==> config.mk <==
export PLATFORM = sky130hd
export DESIGN_NAME = fetch_unit
export DESIGN_NICKNAME = d
export VERILOG_FILES = /design/src/rtl/riscv_pkg.sv /design/src/rtl/fetch_fifo.sv /design/src/rtl/fetch_unit.sv
export SDC_FILE = /design/constraint.sdc
export NUM_CORES = 1
export LEC_CHECK = 0
export ABC_AREA = 1
export CORE_MARGIN = 3
export CORE_UTILIZATION = 35
export DETAILED_ROUTE_END_ITERATION = 8
export GPL_ROUTABILITY_DRIVEN = 0
export PLACE_DENSITY_LB_ADDON = 0.3
export SLEW_MARGIN = 20
export SYNTH_ARGS = -nofsm -noshare
export SYNTH_HDL_FRONTEND = slang
export SYNTH_HIERARCHICAL = 1
export SYNTH_SLANG_ARGS = --single-unit
==> constraint.sdc <==
create_clock -name clk -period 4.9 [get_ports clk]
set_input_delay 0.98 -clock clk [delete_from_list [all_inputs] [get_ports clk]]
set_output_delay 0.98 -clock clk [all_outputs]
set_load 0.05 [all_outputs]
==> src/rtl/riscv_pkg.sv <==
// riscv_pkg: shared definitions for the instruction fetch front end.
//   fstate_e      - fetch FSM states (BOOT, RUN, HALT)
//   fetch_entry_t - one fetch-buffer entry {pc, instr}
//   RESET_PC_DEF  - default PC after reset
//   NOP           - canonical RISC-V nop (addi x0,x0,0)
package riscv_pkg;

  typedef enum logic [1:0] {
    BOOT = 2'd0,
    RUN  = 2'd1,
    HALT = 2'd2
  } fstate_e;

  typedef struct packed {
    logic [31:0] pc;
    logic [31:0] instr;
  } fetch_entry_t;

  localparam logic [31:0] RESET_PC_DEF = 32'h0000_0000;
  localparam logic [31:0] NOP          = 32'h0000_0013;

endpackage

==> src/rtl/fetch_fifo.sv <==
// fetch_fifo: circular fetch buffer between fetch and decode.
//   clk, reset    - clock, async active-high reset
//   push, wdata   - enqueue one entry (dropped if full and no pop)
//   pop           - dequeue head (ignored when empty)
//   flush         - drop all entries; overrides push/pop
//   head          - head entry, all-zero when empty
//   count, full   - occupancy
module fetch_fifo
  import riscv_pkg::*;
#(
  parameter int DEPTH = 2
) (
  input  logic                     clk,
  input  logic                     reset,
  input  logic                     push,
  input  logic                     pop,
  input  logic                     flush,
  input  fetch_entry_t             wdata,
  output fetch_entry_t             head,
  output logic [$clog2(DEPTH):0]   count,
  output logic                     full
);

  localparam int AW = $clog2(DEPTH);
  localparam int CW = AW + 1;

  fetch_entry_t    mem [DEPTH];
  logic [AW-1:0]   rptr, wptr;
  logic            empty, pop_ok, push_ok;

  assign empty   = (count == '0);
  assign full    = (count == CW'(DEPTH));
  assign pop_ok  = pop && !empty && !flush;
  // A pop in the same cycle frees a slot, so a full buffer may still accept.
  assign push_ok = push && (!full || pop_ok) && !flush;
  assign head    = empty ? '0 : mem[rptr];

  always_ff @(posedge clk) begin
    if (push_ok) mem[wptr] <= wdata;
  end

  // Pointers wrap naturally: DEPTH is a power of two.
  always_ff @(posedge clk or posedge reset) begin
    if (reset) begin
      rptr  <= '0;
      wptr  <= '0;
      count <= '0;
    end else if (flush) begin
      rptr  <= '0;
      wptr  <= '0;
      count <= '0;
    end else begin
      if (push_ok) wptr <= wptr + 1'b1;
      if (pop_ok)  rptr <= rptr + 1'b1;
      case ({push_ok, pop_ok})
        2'b10:   count <= count + 1'b1;
        2'b01:   count <= count - 1'b1;
        default: count <= count;
      endcase
    end
  end

endmodule

==> src/rtl/fetch_unit.sv <==
// fetch_unit: PC generation, fetch FSM and fetch buffer feeding decode.
//   clk, reset                  - clock, async active-high reset
//   imem_addr / imem_instr      - combinational instruction memory port
//   redirect_valid/redirect_pc  - branch/jump/trap redirect (highest priority)
//   halt                        - level request to stop fetching
//   if_valid/if_ready/if_pc/if_instr - buffer head handshake to decode
//   halted                      - HALT state with empty buffer
// Optional: FETCH_MISALIGN_CHK_EN adds output misalign, a one-cycle pulse
// after a redirect whose target is not word aligned; the target's low two
// bits are cleared.
module fetch_unit
  import riscv_pkg::*;
#(
  parameter logic [31:0] RESET_PC  = RESET_PC_DEF,
  parameter int          BUF_DEPTH = 2
) (
  input  logic        clk,
  input  logic        reset,
  output logic [31:0] imem_addr,
  input  logic [31:0] imem_instr,
  input  logic        redirect_valid,
  input  logic [31:0] redirect_pc,
  input  logic        halt,
  output logic        if_valid,
  input  logic        if_ready,
  output logic [31:0] if_pc,
  output logic [31:0] if_instr,
  output logic        halted
`ifdef FETCH_MISALIGN_CHK_EN
  ,
  output logic        misalign
`endif
);

  fstate_e                    state, state_nxt;
  logic [31:0]                pc, pc_nxt, tgt;
  logic                       push, pop, flush, full;
  logic [$clog2(BUF_DEPTH):0] count;
  fetch_entry_t               head;

  assign imem_addr = pc;
  assign if_valid  = (count != '0);
  assign if_pc     = head.pc;
  assign if_instr  = head.instr;
  assign halted    = (state == HALT) && (count == '0);

`ifdef FETCH_MISALIGN_CHK_EN
  assign tgt = {redirect_pc[31:2], 2'b00};

  always_ff @(posedge clk or posedge reset) begin
    if (reset) misalign <= 1'b0;
    else       misalign <= redirect_valid && (redirect_pc[1:0] != 2'b00);
  end
`else
  assign tgt = redirect_pc;
`endif

  // state register
  always_ff @(posedge clk or posedge reset) begin
    if (reset) state <= BOOT;
    else       state <= state_nxt;
  end

  // next state; a redirect never changes HALT while halt is held
  always_comb begin
    state_nxt = state;
    case (state)
      BOOT:    state_nxt = RUN;
      RUN:     if (halt && !redirect_valid) state_nxt = HALT;
      HALT:    if (!halt) state_nxt = RUN;
      default: state_nxt = BOOT;
    endcase
  end

  // outputs: redirect > halt > push/pop
  always_comb begin
    flush  = redirect_valid;
    pop    = if_valid && if_ready && !redirect_valid;
    push   = (state == RUN) && !redirect_valid && !halt && (!full || pop);
    pc_nxt = pc;
    if (redirect_valid) pc_nxt = tgt;
    else if (push)      pc_nxt = pc + 32'd4;
  end

  always_ff @(posedge clk or posedge reset) begin
    if (reset) pc <= RESET_PC;
    else       pc <= pc_nxt;
  end

  fetch_fifo #(.DEPTH(BUF_DEPTH)) u_fifo (
    .clk   (clk),
    .reset (reset),
    .push  (push),
    .pop   (pop),
    .flush (flush),
    .wdata ('{pc: pc, instr: imem_instr}),
    .head  (head),
    .count (count),
    .full  (full)
  );

endmodule

Word-level counts from Yosys, hierarchy flattened --
Memory sizes are Yosys's and may differ from the RTL's. Cells that the tools add are included. W data, S select, Z words.
Word-level totals: register bits 38, bits in writable memories 128, bits of input ports 69, output and inout port bits 98, logic and storage cells 57, memories 1
Memory list:
- u_fifo.mem | depth 2, bits a word 64, read ports 1, clocked after memory_dff 0, wr ports 1, RTL line fetch_fifo.sv:27 | fetch_entry_t mem [DEPTH];
Cells by class: $add $sub $neg 5, equality and inequality tests 7, multiplexer cells 14, reduce and logical (&&, ||, !) cells 25
Operators by type and width (count):
- $mux W32 | 2
- $mux W64 | 1
- $add A32 B3 Y32 const B | 1
- $logic_and A1 B1 Y1 | 11
- $reduce_bool A2 Y1 | 4
- $eq A2 B2 Y1 const B | 3
- $mux W1 | 6
- $mux W2 | 3
- $pmux W2 S3 | 1
- $eq A2 B1 Y1 const B | 2
- $logic_not A1 Y1 | 4
- $logic_not A2 Y1 | 2
- $ne A2 B2 Y1 const B | 2
- $pmux W2 S2 | 1
- $reduce_bool A3 Y1 | 1
- $add A1 B1 Y1 const B | 2
- $add A2 B1 Y2 const B | 1
- $logic_or A1 B1 Y1 | 2
- $reduce_and A2 Y1 | 1
- $sub A2 B1 Y2 const B | 1

Logic depth before layout (Yosys ltp) --
Gate-level depths: netlist (run 1).
depth after elaboration 11, mapped depth 13

By module --
The synthesis (run 1) kept the hierarchy.
By module, submodules not included:
- fetch_fifo | times used 1, cells each 383, area each 5079.9 um^2, sequential area each 3943.8 um^2
- fetch_unit | times used 1, cells each 393, area each 2508.7 um^2, sequential area each 850.8 um^2

Worst setup path after synthesis (run 1) --
OpenSTA, ideal clock, no wires.
path kind input -> register, start point input port redirect_valid, end point memory u_fifo/mem[0][0] in the netlist's numbering, enable pin, setup time 0.486 ns, arrival time 4.487 ns, required time 4.414 ns, path slack -0.073 ns, cell stages on the path 7, cells stage by stage buf_4 > clkbuf_1 > nor2_1 > nand2_1 > o21ai_2 > nand2_2 > nor2_1
Between the ends: longest elaborated chain between the ends 9
Ends and longest elaborated chain:
- start: declaration | RTL line fetch_unit.sv:21 | input logic redirect_valid,
- $logic_not A1 Y1 * | RTL line fetch_unit.sv:78 | pop = if_valid && if_ready && !redirect_valid;
- $logic_and A1 B1 Y1 * | RTL line fetch_unit.sv:78
- net pop | RTL line fetch_unit.sv:37 | logic push, pop, flush, full;
- $logic_and A1 B1 Y1 (2 in series) | RTL line fetch_fifo.sv:33 | assign pop_ok = pop && !empty && !flush;
- $logic_or A1 B1 Y1 | RTL line fetch_fifo.sv:35 | assign push_ok = push && (!full || pop_ok) && !flush;
- $logic_and A1 B1 Y1 * (2 in series) | RTL line fetch_fifo.sv:35
- $mux W1 * | RTL line fetch_fifo.sv:39 | if (push_ok) mem[wptr] <= wdata;
- $mux W1 (not written as such) * | RTL line fetch_fifo.sv:39
- end: declaration | RTL line fetch_fifo.sv:27
The timed path passes the listed nets; every way through them passes the cells marked *.

Final worst setup path (run 1) --
start point register u_fifo.rptr, end point output port if_pc[11]
Between the ends: longest elaborated chain between the ends 2
Ends and longest elaborated chain:
- start: declaration | RTL line fetch_fifo.sv:28 | logic [AW-1:0] rptr, wptr;
- start signal: assignment | RTL line fetch_fifo.sv:54 | if (pop_ok) rptr <= rptr + 1'b1;
- $mem_v2 Z2 W64
- $mux W64 | RTL line fetch_fifo.sv:36 | assign head = empty ? '0 : mem[rptr];
- end: declaration | RTL line fetch_unit.sv:26 | output logic [31:0] if_pc,
No other way between the ends.

==> impl_metrics.py, run 1 <==
metrics = {
    "worst_setup_path": {
        "crit_path_start_kind": "flop",
        "cp_max_fo": 38,
        "r2r_start": "u_fifo/count[0]",
        "required_ns": 3.92,
        "reg2reg_depth": 9,
        "cp_slowest_cell": "clkdlybuf4s50_1",
        "crit_chain": "inv_2, buf_4, nand2_1, a21oi_1, clkdlybuf4s50_1",
        "reg2reg_to": "u_fifo/mem[0][0]",
        "crit_type": "flop to primary output",
        "critPathMaxStageDelay_ns": 0.88,
        "cp_num_buf_inv": 3,
        "crit_path_end_kind": "primary output",
        "crit_family": "buffers and inverters",
        "arrival_ns": 2.88,
        "r2r_slack_ns": 2.00,
    },
    "finish": {
        "finish.utilization_pct": 47.61,
        "nNetsFinal": 1008,
        "fillers": 1957,
        "final_cell_mix": "nand2_1, clkdlybuf4s50_1, edfxtp_1",
        "area_growth_pct": 32.73,
        "final_common_cell": "nand2_1",
        "drive_gt1_share_pct": 7.676,
        "antenna_cells": 0,
    },
    "floorplan": {
        "die_area_sq_mm": 0.02348,
        "coreArea_sq_mm": 0.02115,
        "fp.dieW_um": 153.2,
        "die_h_um": 153.2,
        "initial_utilization_pct": 35.87,
        "ios": 167,
        "rows": 53,
    },
    "worst_hold_path": {
        "hold_path_class": "flop to flop",
        "holdCritStartpoint": "imem_addr[1]",
        "holdPathEnd": "u_fifo/mem[0][33]",
        "hold_path_depth": 0,
    },
    "timing": {
        "min_period_ns": 3.857,
        "tightest_slew_ns": 1.046,
        "fmax_ghz": 0.2593,
        "clock_skew_ns": 0.01175,
        "period_share_pct": 78.70,
        "finalHoldViolCount": 0,
        "setup-violations-final": 0,
        "rsz0062_at_grt": "no",
        "timing.slew.headroom_pct": 30.18,
        "hold_ws_ns": 0.5054,
        "slew_violations": 0,
        "setup_tns_ns": 0,
    },
    "cts": {
        "cts_resized": 0,
        "root_buffer": "clkbuf_16",
        "ctsHoldBuffers": 0,
        "cts_tree": "built",
        "cts_sinks": 166,
        "clk-insertion-delay-late_ns": 0.43,
        "ctsLongestPathBuffers": 2,
        "cts_buffers": 17,
        "htree_levels": 4,
        "path_clk_slew_ns": 0.08,
        "postCtsSetupBuffers": 0,
    },
    "drt": {
        "drt_iter0_drc": 368,
        "postRouteAntennaNets": 0,
        "drt_pass1_iterations": 5,
        "wl_per_cell_um": 15.11,
        "via_count": 5786,
        "avgViaCountPerCell": 4.719,
        "wirelength_mm": 18.52,
        "route.detailed.drc": 0,
    },
    "power": {
        "p_per_area_mw_per_mm2": 475.1,
        "leakagePower_nw": 3.840,
        "power_mw": 4.786,
        "vdd_ir_drop_max_mv": 0.2362,
    },
    "logic_synthesis": {
        "yosysWarningCount": 6,
        "synth_compound_area_share_pct": 6.265,
        "avgSynthCellArea_sq_um": 9.779,
        "syn_nets": 846,
        "yosys.area_share.adder_pct": 0.1649,
        "muxShareOfSynthArea_pct": 0,
        "synth.distinct_cells": 33,
        "postSynthCellCount": 776,
        "synth_seq_area_share_pct": 63.18,
        "synth_top_family_by_area": "simple AND/OR/NAND/NOR gates",
        "synth_area_leader_cell": "edfxtp_1",
        "synth_simple_gate_area_share_pct": 24.07,
        "synth-xor-area-share_pct": 0.8079,
        "synth_area_leaders": "edfxtp_1, nand2_1, dfrtp_1",
        "synth_top_area_share_pct": 50.65,
        "netlist_area_sq_mm": 0.007589,
        "ys_ff_latch": 166,
    },
    "global_route": {
        "grt_start_max_net_pins": 67,
        "grt_pass1_vias": 5425,
        "grt_pass1_wl_mm": 29.93,
        "antenna_found_initial": 0,
        "track_usage_pct": 16.09,
        "grt-ovfl-total": 0,
    },
    "place": {
        "port_buffers": 166,
        "hpwlAfterDp_mm": 12.58,
    },
    "run": {
        "maxCapViolCount": 0,
    },
    "run_status": {
        "outcome": "completed",
    },
}
worst max path at each step:
stage                        start                 to  slack [ns]  depth (start not counted)
floorplan           redirect_valid   u_fifo/mem[1][0]        0.15                          7
global placement          if_ready   u_fifo/mem[0][5]        1.21                          8
detailed placement        if_ready  u_fifo/mem[0][62]        1.18                          8
CTS                    u_fifo/rptr          if_pc[20]        1.01                          5
global route           u_fifo/rptr          if_pc[17]        0.84                          5
finish                 u_fifo/rptr          if_pc[11]        1.04                          5
sequential cells by signal, summed over array words and instances (netlist names):
register / count
u_fifo/rptr: 1
u_fifo/mem: 128
imem_addr: 32
u_fifo/count: 2
u_fifo/wptr: 1
state: 2
cells by family after synthesis:
kind of cell,after synthesis
compound gates,88
xor+xnor,7
fa+ha+maj,1
buf+inv,84
flops,166
simple gates,430
Yosys cell counts (all sizes together):
| cell type | count |
|---|---|
| nor3 | 2 |
| o21ai | 11 |
| nand3 | 74 |
| inv | 53 |
| or2 | 1 |
| buf | 27 |
| nand3b | 1 |
| edfxtp | 128 |
| ha | 1 |
| nor2 | 52 |
| o21a | 1 |
| o211ai | 2 |
| xnor2 | 4 |
| o21bai | 8 |
| dfrtp | 38 |
| xor2 | 3 |
| nand2 | 296 |
| clkbuf | 4 |
| nand4 | 4 |
| a21oi | 66 |
power breakdown:
part,internal [mW],switching [mW],leakage [nW]
clock,0.693,0.627,0.296
combinational,0.510,1.12,1.92
sequential,1.66,0.175,1.62
metrics by stage:
step,cells,setup WS (ns),area [sq um]
2_1_floorplan,776,0.1534,7591
3_3_place_gp,1194,1.209,9465
3_5_place_dp,1194,1.176,9465
4_1_cts,1226,1.009,10070
5_1_grt,1226,0.8385,10070
6_report,1226,1.043,10070
final cells by class:
type                    instances  area, sq um  share of cell area, %
clock buffers                  17        425.4                  4.224
clock inverters                15        181.4                  1.801
inverters                      53        198.9                  1.975
multi-input cells             526         2397                  23.80
flip-flops and latches        166         4796                  47.61
well taps                     275        344.1                  3.416
repair buffers                174         1729                  17.17
metal layers:
| layer | share of wire (%) | up-vias | GRT usage [%] |
|---|---|---|---|
| met5 | 0 | - | 0 |
| met4 | 1.3 | 0 | 4.879 |
| met3 | 4.7 | 15 | 3.143 |
| met2 | 48 | 153 | 25.95 |
| met1 | 46 | 2709 | 22.12 |
| li1 | - | 2909 | - |
No activity file was read; power rests on OpenSTA's default activity.
==> run 2, diff against run 1 <==
==> constraint.sdc (replaced) <==
create_clock -name clk -period 3.85 [get_ports clk]
set_input_delay 0.77 -clock clk [delete_from_list [all_inputs] [get_ports clk]]
set_output_delay 0.77 -clock clk [all_outputs]
set_load 0.05 [all_outputs]
==> run 2 against run 1 <==
- register-to-register slack got worse by 0.61 ns
- wire length is 2.8% higher
- non-clock buffer count is 6 higher
- sequential share of layout area grew 0.15 points
- hold slack better by 0.0050 ns
- clock power grew 25%
- global-route usage increased by 0.18 points
- clock-buffer cell count stayed put
- design area shrank 0.31%
- utilization decreased by 0.15 points
- via count is the same
- largest cell class unchanged
- highest routed layer unchanged
==> impl_metrics.py, run 2 (synthesized netlist as in run 1, its figures left out) <==
metrics = {
    "cts": {
        "cts_tree": "built",
        "root_buffer": "clkbuf_16",
        "path_clk_slew_ns": 0.07,
        "clk-insertion-delay-late_ns": 0.43,
        "ctsLongestPathBuffers": 2,
        "ctsHoldBuffers": 0,
        "cts_buffers": 17,
        "cts_resized": 0,
        "postCtsSetupBuffers": 0,
        "htree_levels": 4,
        "cts_sinks": 166,
    },
    "floorplan": {
        "initial_utilization_pct": 35.87,
        "die_h_um": 153.2,
        "ios": 167,
        "die_area_sq_mm": 0.02348,
        "rows": 53,
        "coreArea_sq_mm": 0.02115,
        "fp.dieW_um": 153.2,
    },
    "timing": {
        "rsz0062_at_grt": "no",
        "fmax_ghz": 0.3007,
        "tightest_slew_ns": 0.7743,
        "timing.slew.headroom_pct": 48.33,
        "hold_ws_ns": 0.5104,
        "setup_tns_ns": 0,
        "slew_violations": 0,
        "setup-violations-final": 0,
        "clock_skew_ns": 0.01096,
        "setup_slack_ns": 0.5250,
        "period_share_pct": 86.36,
        "min_period_ns": 3.325,
        "finalHoldViolCount": 0,
    },
    "worst_setup_path": {
        "reg2reg_depth": 9,
        "arrival_ns": 2.56,
        "crit_path_start_kind": "flop",
        "cp_max_fo": 25,
        "crit_path_end_kind": "primary output",
        "crit_type": "flop to primary output",
        "required_ns": 3.08,
    },
    "finish": {
        "top_register": "u_fifo/mem",
        "final_common_cell": "nand2_1",
        "final_cell_mix": "nand2_1, clkdlybuf4s50_1, edfxtp_1",
        "antenna_cells": 0,
        "finalNonFillerCells": 1232,
        "area_growth_pct": 32.32,
        "largest_reg_flops": 128,
        "drive_gt1_share_pct": 11.29,
        "nNetsFinal": 1014,
    },
    "drt": {
        "drt_iter0_drc": 306,
        "via_count": 5786,
        "avgViaCountPerCell": 4.696,
        "drt_pass1_iterations": 7,
        "wl_per_cell_um": 15.46,
        "route.detailed.drc": 0,
        "wirelength_mm": 19.04,
        "postRouteAntennaNets": 0,
    },
    "global_route": {
        "grt-ovfl-total": 0,
        "grt_pass1_wl_mm": 30.07,
        "grt_pass1_vias": 5517,
        "grt_start_max_net_pins": 67,
        "track_usage_pct": 16.26,
        "antenna_found_initial": 0,
    },
    "place": {
        "place_ws_ns": 0.7236,
        "dpl.cell_count": 1200,
        "hpwlAfterDp_mm": 13.08,
        "port_buffers": 166,
    },
    "worst_hold_path": {
        "hold_path_depth": 0,
        "hold_path_class": "flop to flop",
    },
    "power": {
        "leakagePower_nw": 3.901,
        "vdd_ir_drop_max_mv": 0.3358,
        "p_per_area_mw_per_mm2": 604.3,
    },
    "run_status": {
        "outcome": "completed",
    },
    "run": {
        "maxCapViolCount": 0,
    },
}
run 2: critical path, stage by stage (launching register included):
cell	delay, ns
dfrtp_2	0.41
inv_2	0.39
buf_4	0.28
nand2_1	0.07
a21oi_1	0.16
clkdlybuf4s50_1	0.83
run 2: through the flow:
step                      utilization, %  power, mW  area, sq um
after detailed placement           44.73      4.480         9463
after floorplan                        -      3.748         7597
after global routing               47.47      6.345        10040
final                              47.47      6.068        10040
after global placement             44.73      4.462         9463
after CTS                          47.47      6.140        10040
run 2: layout make-up:
cell class	instances	area (sq um)
fillers	1983	11110
flip-flops and latches	166	4796
multi-input cells	526	2397
repair buffers	180	1727
clock buffers	17	425.4
well taps	275	344.1
inverters	53	198.9
clock inverters	15	152.6
run 2: final timing paths:
kind	from	to	slack, ns
worst min-delay path	imem_addr[1]	u_fifo/mem[1][33]	0.51
max in group asynchronous	reset	imem_addr[16]	2.71
worst min register to register	imem_addr[1]	u_fifo/mem[1][33]	0.51
min in group asynchronous	reset	u_fifo/count[1]	0.58
worst max-delay path	u_fifo/rptr	if_instr[26]	0.52
worst max register to register	u_fifo/count[0]	u_fifo/mem[0][5]	1.39
run 2: layer usage:
metal,global-route usage (%),vias to the layer above,wire (um)
li1,-,2932,-
met1,22.35,2642,8588
met2,26.35,196,9021
met3,3.454,16,1188
met4,4.285,0,242
met5,0,-,0
run 2: report_power, final:
part / switching [mW] / total (mW) / internal, mW
registers: 0.227 / 2.34 / 2.12
clock network: 0.780 / 1.65 / 0.868
logic: 1.44 / 2.08 / 0.640
total: 2.44 / 6.07 / 3.62
